**src/rtl/problema1_processor_oci_pkg.sv**
```systemverilog
// Shared types for the processor OCI debug blocks.
// The capture FSM encoding is fixed so that other tools can decode it.
package problema1_processor_oci_pkg;

    typedef enum logic [1:0] {
        CAPTURE = 2'd0,
        DRAIN   = 2'd1,
        ENDED   = 2'd2
    } dct_state_e;

endpackage : problema1_processor_oci_pkg

```
**src/rtl/problema1_processor_oci_dct_capture_if.sv**
```systemverilog
// Trace-capture bus: producer side (trace words, end-of-test request) and
// consumer side (show-ahead read port, status flags).
interface problema1_processor_oci_dct_capture_if #(
    parameter int DATA_W = 30,
    parameter int DEPTH  = 16
);
    localparam int CNT_W = $clog2(DEPTH + 1);

    logic              dct_valid;
    logic [DATA_W-1:0] dct_buffer;
    logic              test_ending;
    logic              rd_ready;
    logic              rd_valid;
    logic [DATA_W-1:0] rd_data;
    logic [CNT_W-1:0]  dct_count;
    logic              overflow;
    logic              test_has_ended;

    modport master (
        output dct_valid, dct_buffer, test_ending, rd_ready,
        input  rd_valid, rd_data, dct_count, overflow, test_has_ended
    );

    modport slave (
        input  dct_valid, dct_buffer, test_ending, rd_ready,
        output rd_valid, rd_data, dct_count, overflow, test_has_ended
    );

endinterface : problema1_processor_oci_dct_capture_if

```
**src/rtl/problema1_processor_oci_dct_ram.sv**
```systemverilog
// DEPTH x DATA_W register array: synchronous write, asynchronous read.
module problema1_processor_oci_dct_ram #(
    parameter int DATA_W = 30,
    parameter int DEPTH  = 16,
    parameter int AW     = $clog2(DEPTH)
) (
    input  logic              clk,
    input  logic              we,
    input  logic [AW-1:0]     waddr,
    input  logic [DATA_W-1:0] wdata,
    input  logic [AW-1:0]     raddr,
    output logic [DATA_W-1:0] rdata
);

    logic [DATA_W-1:0] mem [DEPTH];

    // NOTE: the array has no reset; validity is tracked by the pointers and
    // count, so clearing it would only cost area.
    always_ff @(posedge clk) begin
        if (we) begin
            mem[waddr] <= wdata;
        end
    end

    assign rdata = mem[raddr];

endmodule : problema1_processor_oci_dct_ram

```
**src/rtl/problema1_processor_oci_dct_capture.sv**
```systemverilog
// Debug trace capture buffer: stores trace words until the test ends, then
// drains them to the consumer and raises test_has_ended once empty.
module problema1_processor_oci_dct_capture
    import problema1_processor_oci_pkg::*;
#(
    parameter int DATA_W = 30,
    parameter int DEPTH  = 16
) (
    input  logic clk,
    input  logic reset_n,
    problema1_processor_oci_dct_capture_if.slave bus
);

    localparam int CNT_W = $clog2(DEPTH + 1);
    localparam int AW    = $clog2(DEPTH);
    localparam logic [CNT_W-1:0] FULL = CNT_W'(DEPTH);

    dct_state_e       state, state_next;
    logic [AW-1:0]    wr_ptr, rd_ptr;
    logic [CNT_W-1:0] count, count_next;
    logic             overflow_q;
    logic             do_wr, do_rd, drop;

    // A full buffer still accepts a word when a read frees a slot this cycle.
    always_comb begin
        // NOTE: every combinational output gets a default first so no path
        // leaves it unassigned and infers a latch.
        do_rd      = (count != '0) && bus.rd_ready;
        do_wr      = bus.dct_valid && (state == CAPTURE) && ((count != FULL) || do_rd);
        drop       = bus.dct_valid && (state == CAPTURE) && (count == FULL) && !do_rd;
        count_next = count;
        case ({do_wr, do_rd})
            2'b10:   count_next = count + CNT_W'(1);
            2'b01:   count_next = count - CNT_W'(1);
            default: count_next = count;
        endcase
    end

    always_comb begin
        state_next = state;
        case (state)
            CAPTURE: if (bus.test_ending) state_next = DRAIN;
            DRAIN:   if (count_next == '0) state_next = ENDED;
            ENDED:   state_next = ENDED;
            default: state_next = CAPTURE;
        endcase
    end

    // NOTE: sequential state uses non-blocking assignments so every register
    // samples pre-edge values regardless of statement order.
    always_ff @(posedge clk) begin
        if (!reset_n) begin
            state      <= CAPTURE;
            wr_ptr     <= '0;
            rd_ptr     <= '0;
            count      <= '0;
            overflow_q <= 1'b0;
        end else begin
            state <= state_next;
            count <= count_next;
            if (do_wr) wr_ptr <= wr_ptr + AW'(1);
            if (do_rd) rd_ptr <= rd_ptr + AW'(1);
            if (drop)  overflow_q <= 1'b1;
        end
    end

    problema1_processor_oci_dct_ram #(
        .DATA_W (DATA_W),
        .DEPTH  (DEPTH),
        .AW     (AW)
    ) u_ram (
        .clk   (clk),
        .we    (do_wr),
        .waddr (wr_ptr),
        .wdata (bus.dct_buffer),
        .raddr (rd_ptr),
        .rdata (bus.rd_data)
    );

    assign bus.rd_valid       = (count != '0);
    assign bus.dct_count      = count;
    assign bus.overflow       = overflow_q;
    assign bus.test_has_ended = (state == ENDED);

endmodule : problema1_processor_oci_dct_capture
```
**src/flat_wrapper.sv**
```systemverilog
// flat-port wrapper written by rule: the top's interface ports become plain ports
module problema1_processor_oci_dct_capture_flat import problema1_processor_oci_pkg::*;
#(
    parameter int DATA_W = 30,
    parameter int DEPTH  = 16
)
  (clk, reset_n, bus_dct_valid, bus_dct_buffer, bus_test_ending, bus_rd_ready, bus_rd_valid, bus_rd_data, bus_dct_count, bus_overflow, bus_test_has_ended);
  problema1_processor_oci_dct_capture_if #(.DATA_W(DATA_W), .DEPTH(DEPTH)) bus_i ();
  input  logic clk;
  input  logic reset_n;
  input wire logic [$bits(bus_i.dct_valid)-1:0] bus_dct_valid;
  input wire logic [$bits(bus_i.dct_buffer)-1:0] bus_dct_buffer;
  input wire logic [$bits(bus_i.test_ending)-1:0] bus_test_ending;
  input wire logic [$bits(bus_i.rd_ready)-1:0] bus_rd_ready;
  output wire logic [$bits(bus_i.rd_valid)-1:0] bus_rd_valid;
  output wire logic [$bits(bus_i.rd_data)-1:0] bus_rd_data;
  output wire logic [$bits(bus_i.dct_count)-1:0] bus_dct_count;
  output wire logic [$bits(bus_i.overflow)-1:0] bus_overflow;
  output wire logic [$bits(bus_i.test_has_ended)-1:0] bus_test_has_ended;
  assign bus_i.dct_valid = bus_dct_valid;
  assign bus_i.dct_buffer = bus_dct_buffer;
  assign bus_i.test_ending = bus_test_ending;
  assign bus_i.rd_ready = bus_rd_ready;
  assign bus_rd_valid = bus_i.rd_valid;
  assign bus_rd_data = bus_i.rd_data;
  assign bus_dct_count = bus_i.dct_count;
  assign bus_overflow = bus_i.overflow;
  assign bus_test_has_ended = bus_i.test_has_ended;
  problema1_processor_oci_dct_capture #(.DATA_W(DATA_W), .DEPTH(DEPTH)) u_core (.clk(clk), .reset_n(reset_n), .bus(bus_i));
endmodule
```
**config.mk**
```make
export PLATFORM = sky130hd
export DESIGN_NAME = problema1_processor_oci_dct_capture_flat
export DESIGN_NICKNAME = d
export VERILOG_FILES = /design/src/rtl/problema1_processor_oci_pkg.sv /design/src/rtl/problema1_processor_oci_dct_capture_if.sv /design/src/rtl/problema1_processor_oci_dct_ram.sv /design/src/rtl/problema1_processor_oci_dct_capture.sv /design/src/flat_wrapper.sv
export SDC_FILE = /design/constraint.sdc
export NUM_CORES = 1
export LEC_CHECK = 0
export ABC_AREA = 1
export CAP_MARGIN = 0
export CORE_ASPECT_RATIO = 1.4
export CORE_MARGIN = 10
export CORE_UTILIZATION = 36
export DETAILED_ROUTE_END_ITERATION = 6
export GPL_ROUTABILITY_DRIVEN = 0
export PLACE_DENSITY_LB_ADDON = 0.05
export SYNTH_ARGS = -nofsm -noshare
export SYNTH_HDL_FRONTEND = slang
export SYNTH_HIERARCHICAL = 1
export SYNTH_SLANG_ARGS = --single-unit
```
**constraint.sdc**
```tcl
create_clock -name clk -period 3.2 [get_ports clk]
set_clock_uncertainty 0.05 [all_clocks]
set_input_delay 0.96 -clock clk [delete_from_list [all_inputs] [get_ports clk]]
set_output_delay 0.96 -clock clk [all_outputs]
set_load 0.02 [all_outputs]
```
==> flow_summary_export.csv <==
group,metric,value,unit
outcome,status,"finished, final reports clean",
synth,synth_warnings,6,
sta,tightest_slew,0.6623,ns
die,die_w,227.3,um
synth,ys_types,28,
die,die_h,310.3,um
synth,netlist_instances,2095,
sta,timing.final.ws_setup,0.07593,ns
synth,synth_nets,2140,
critical_path,crit_arrival,2.11,ns
critical_path,crit_path_start_kind,"flip-flop",
final_layout,diodes,0,
global_route,antenna_found_initial,1,
min_path,hold_depth,2,
synth,netlist.area_leader.share,66.53,%
power,p_sw_share,34.32,%
power,switching_power,7.374,mW
clock_tree,cts_made_buffers,52,
power,irDropWorstVdd,0.0004086,V
sta,finalSetupViolations,0,
clock_tree,clk_path_buf_depth,3,
power,comb_power_share,37.7,%
synth,avgSynthCellArea,10.34,um2
global_route,grt_overflow,0,
sta,max_freq,0.3201,GHz
sta,maxSlewHeadroom,55.71,%
die,row_count,106,
global_route,grt_pass1_wl,93.40,mm
die,die_area,70540,um2
global_route,grt_use_total,17.83,%
drt,first_pass_iters,5,
synth,ys_ff_latch,496,
final_layout,syn_to_final_growth,23.91,%
drt,vias_per_cell,4.784,
synth,syn_area,21670,um2
drt,wl_per_cell,20.47,um
critical_path,r2r-end,"u_core/state[0]",
power,powerDensity,800.3,nW/um2
critical_path,critical_path_class,"flip-flop to output pin",
die,coreArea,59680,um2
power,pwr-share-seq,35.1,%
die,initial_utilization,36.30,%
sta,post-route-period-util,97.63,%
min_path,worst_hold_path.endpoint,"u_core/bus.overflow",
synth,yosys.area.top_type,"edfxtp_1",
critical_path,crit_fanout,8,
global_route,grt_pass1_vias,14470,
synth,yosys-top-cells-area,"edfxtp_1 67%, nand2_1 11%, nand3_1 8.7%",
flow_run,drv_cap,0,
critical_path,reg2reg_depth,18,
critical_path,cp_data_required_time,2.19,ns
critical_path,regToRegSetupSlack,0.58,ns
drt,route.detailed.drc,0,
power,p_int,14.11,mW
power,power_leakage,11.27,nW
critical_path,cp-end-kind,"output pin",
sta,fin_crit,3.124,ns
min_path,hp-start,"u_core/bus.overflow",
placement,dpl_worst_slack,-0.09457,ns
critical_path,r2r_start,"u_core/state[1]",
sta,tns,0,ns
die,ios,73,
sta,hold_viol,0,
clock_tree,insertion_delay,0.59,ns
placement,dp_hpwl,33.70,mm
clock_tree,cts_max_level,2,
sta,hold_ws,0.4851,ns
min_path,min_path_type,"flip-flop to flip-flop",
clock_tree,cts_tree,"done",
clock_tree,root_buffer,"clkbuf_16",
final_layout,final_nets,2295,
power,clkPwrFrac,27.2,%
clock_tree,clock-sinks,496,
final_layout,nFillCells,5632,
drt,ant_nets,0,
placement,io_buffers,72,
sta,rsz0062_at_grt,"true",
clock_tree,path_clk_slew,0.06,ns
sta,drv_slew,0,
drt,drt-total-wl,62.33,mm
synth,seq_area_frac_synth,68.01,%
drt,drtIter0Drc,830,
final_layout,final_layout_size_suffix_gt1_share,14.11,%
global_route,grt_max_degree,47,
drt,vias,14570,
## placed cells by master, fill, tap and decap left out, types with 2 or more instances in the layout
cell type	netlist	routed
nand2_1	659	635
edfxtp_1	480	480
inv_1	382	380
nand3_1	376	336
clkbuf_16	0	56
buf_4	10	52
buf_12	0	49
clkdlybuf4s50_1	0	42
nand3_2	3	42
buf_6	23	26
nand2_2	3	26
buf_16	0	21
clkbuf_1	17	18
nor2_1	34	18
nor2_4	0	16
a21oi_1	12	12
dfxtp_1	16	12
clkinv_1	1	10
ha_1	9	9
o21ai_0	6	6
clkinv_2	0	4
inv_2	2	4
bufinv_16	0	3
nand2_4	2	3
nand3b_1	3	3
dfxtp_4	0	3
inv_4	1	2
inv_6	0	2
clkinv_16	0	2
buf_2	40	2
nor2_2	2	2
buf_8	1	2
## how the worst max path moves through the flow
stage	start	endpoint	slack, ns	cells after the start
6_report	u_core/rd_ptr[0]	bus_rd_data[28]	0.08	10
5_1_grt	u_core/rd_ptr[0]	bus_rd_data[24]	-0.03	10
4_1_cts	u_core/rd_ptr[0]	bus_rd_data[24]	-0.05	10
3_5_place_dp	bus_rd_ready	u_core/state[0]	-0.09	16
3_3_place_gp	bus_rd_ready	u_core/state[1]	-0.05	16
2_1_floorplan	bus_dct_valid	u_core/u_ram/mem[12][0]	-0.05	6
## layout make-up
cell class	count	area [um2]	area share, %
Clock buffer	72	1408	5.243
Clock inverter	21	190.2	0.7084
Inverter	386	1478	5.504
Multi-Input combinational cell	1114	5230	19.48
Sequential cell	496	14750	54.93
Tap cell	756	945.9	3.523
Timing Repair Buffer	198	2810	10.47
Timing Repair inverter	2	38.79	0.1445
## power groups by stage
stage | clock network, mW | logic, mW | registers (mW)
3_3_place_gp | 0 | 6.61 | 7.69
3_5_place_dp | 0 | 6.62 | 7.69
6_report | 5.85 | 8.10 | 7.54
5_1_grt | 6.27 | 8.84 | 7.57
2_1_floorplan | 0 | 4.09 | 7.66
4_1_cts | 6.04 | 7.79 | 7.54
## logic make-up (layout without fill, tap and decap cells)
kind of cell	count (synthesis)	after routing	share of synthesized area (%)
DFF	496	496	68.01
and+or+nand+nor	1083	1083	21.21
adders and majority gates	10	10	0.6122
buffers and inverters	485	679	9.667
xor gates and xnor gates	1	1	0.04043
AOI/OAI and AO/OA	20	20	0.4678
## metrics by stage
step / utilization (%) / std cells / instance area, um2 / total power, mW
floorplan: - / 2095 / 21680 / 11.76
global placement: 40.26 / 2908 / 24030 / 14.30
detailed placement: 40.26 / 2908 / 24030 / 14.31
CTS: 44.25 / 3033 / 26410 / 21.37
global route: 44.98 / 3045 / 26850 / 22.68
finish: 44.98 / 3045 / 26850 / 21.49
## routing by layer
layer / GRT usage (%) / up-vias / part of all wire (%)
met5: 0 / - / 0.016
met4: 5.543 / 2 / 2.6
met3: 2.629 / 95 / 3.7
met2: 31.68 / 288 / 51
met1: 21.87 / 7092 / 43
li1: - / 7091 / -
## timing repair
action	in CTS	in global routing
cloned	18	3
setup buffers	14	11
hold buffers	0	0
resized for setup	192	74
pin swaps	17	25
endpoints found under the setup margin	30	29
## synth_stat cells
master,count
nand2_1,659
edfxtp_1,480
inv_1,382
nand3_1,376
buf_2,40
nor2_1,34
buf_6,23
clkbuf_1,17
dfxtp_1,16
a21oi_1,12
buf_4,10
ha_1,9
buf_1,8
o21ai_0,6
nand2_2,3
nand3_2,3
nand3b_1,3
inv_2,2
nand2_4,2
nor2_2,2
a31oi_1,1
buf_8,1
clkinv_1,1
fa_1,1
inv_4,1
nor3_1,1
o21ai_1,1
xnor2_1,1
## state kept, by name, summed over array words and instances, names as in the netlist
| name | cells |
|---|---|
| u_core/state | 2 |
| u_core/rd_ptr | 4 |
| u_core/wr_ptr | 4 |
| u_core/u_ram/mem | 480 |
| u_core/bus.dct_count | 5 |
| u_core/bus.overflow | 1 |
## worst max-delay path, stage by stage (launching register included)
cell       delay, ns
dfxtp_4         0.37
buf_12          0.16
clkinv_16       0.12
buf_12          0.15
clkbuf_16       0.16
nand2_1         0.06
nand3_1         0.08
nand3_2         0.10
nand3_2         0.07
nand2_2         0.11
buf_6           0.13
(Power assumes the default switching activity.)
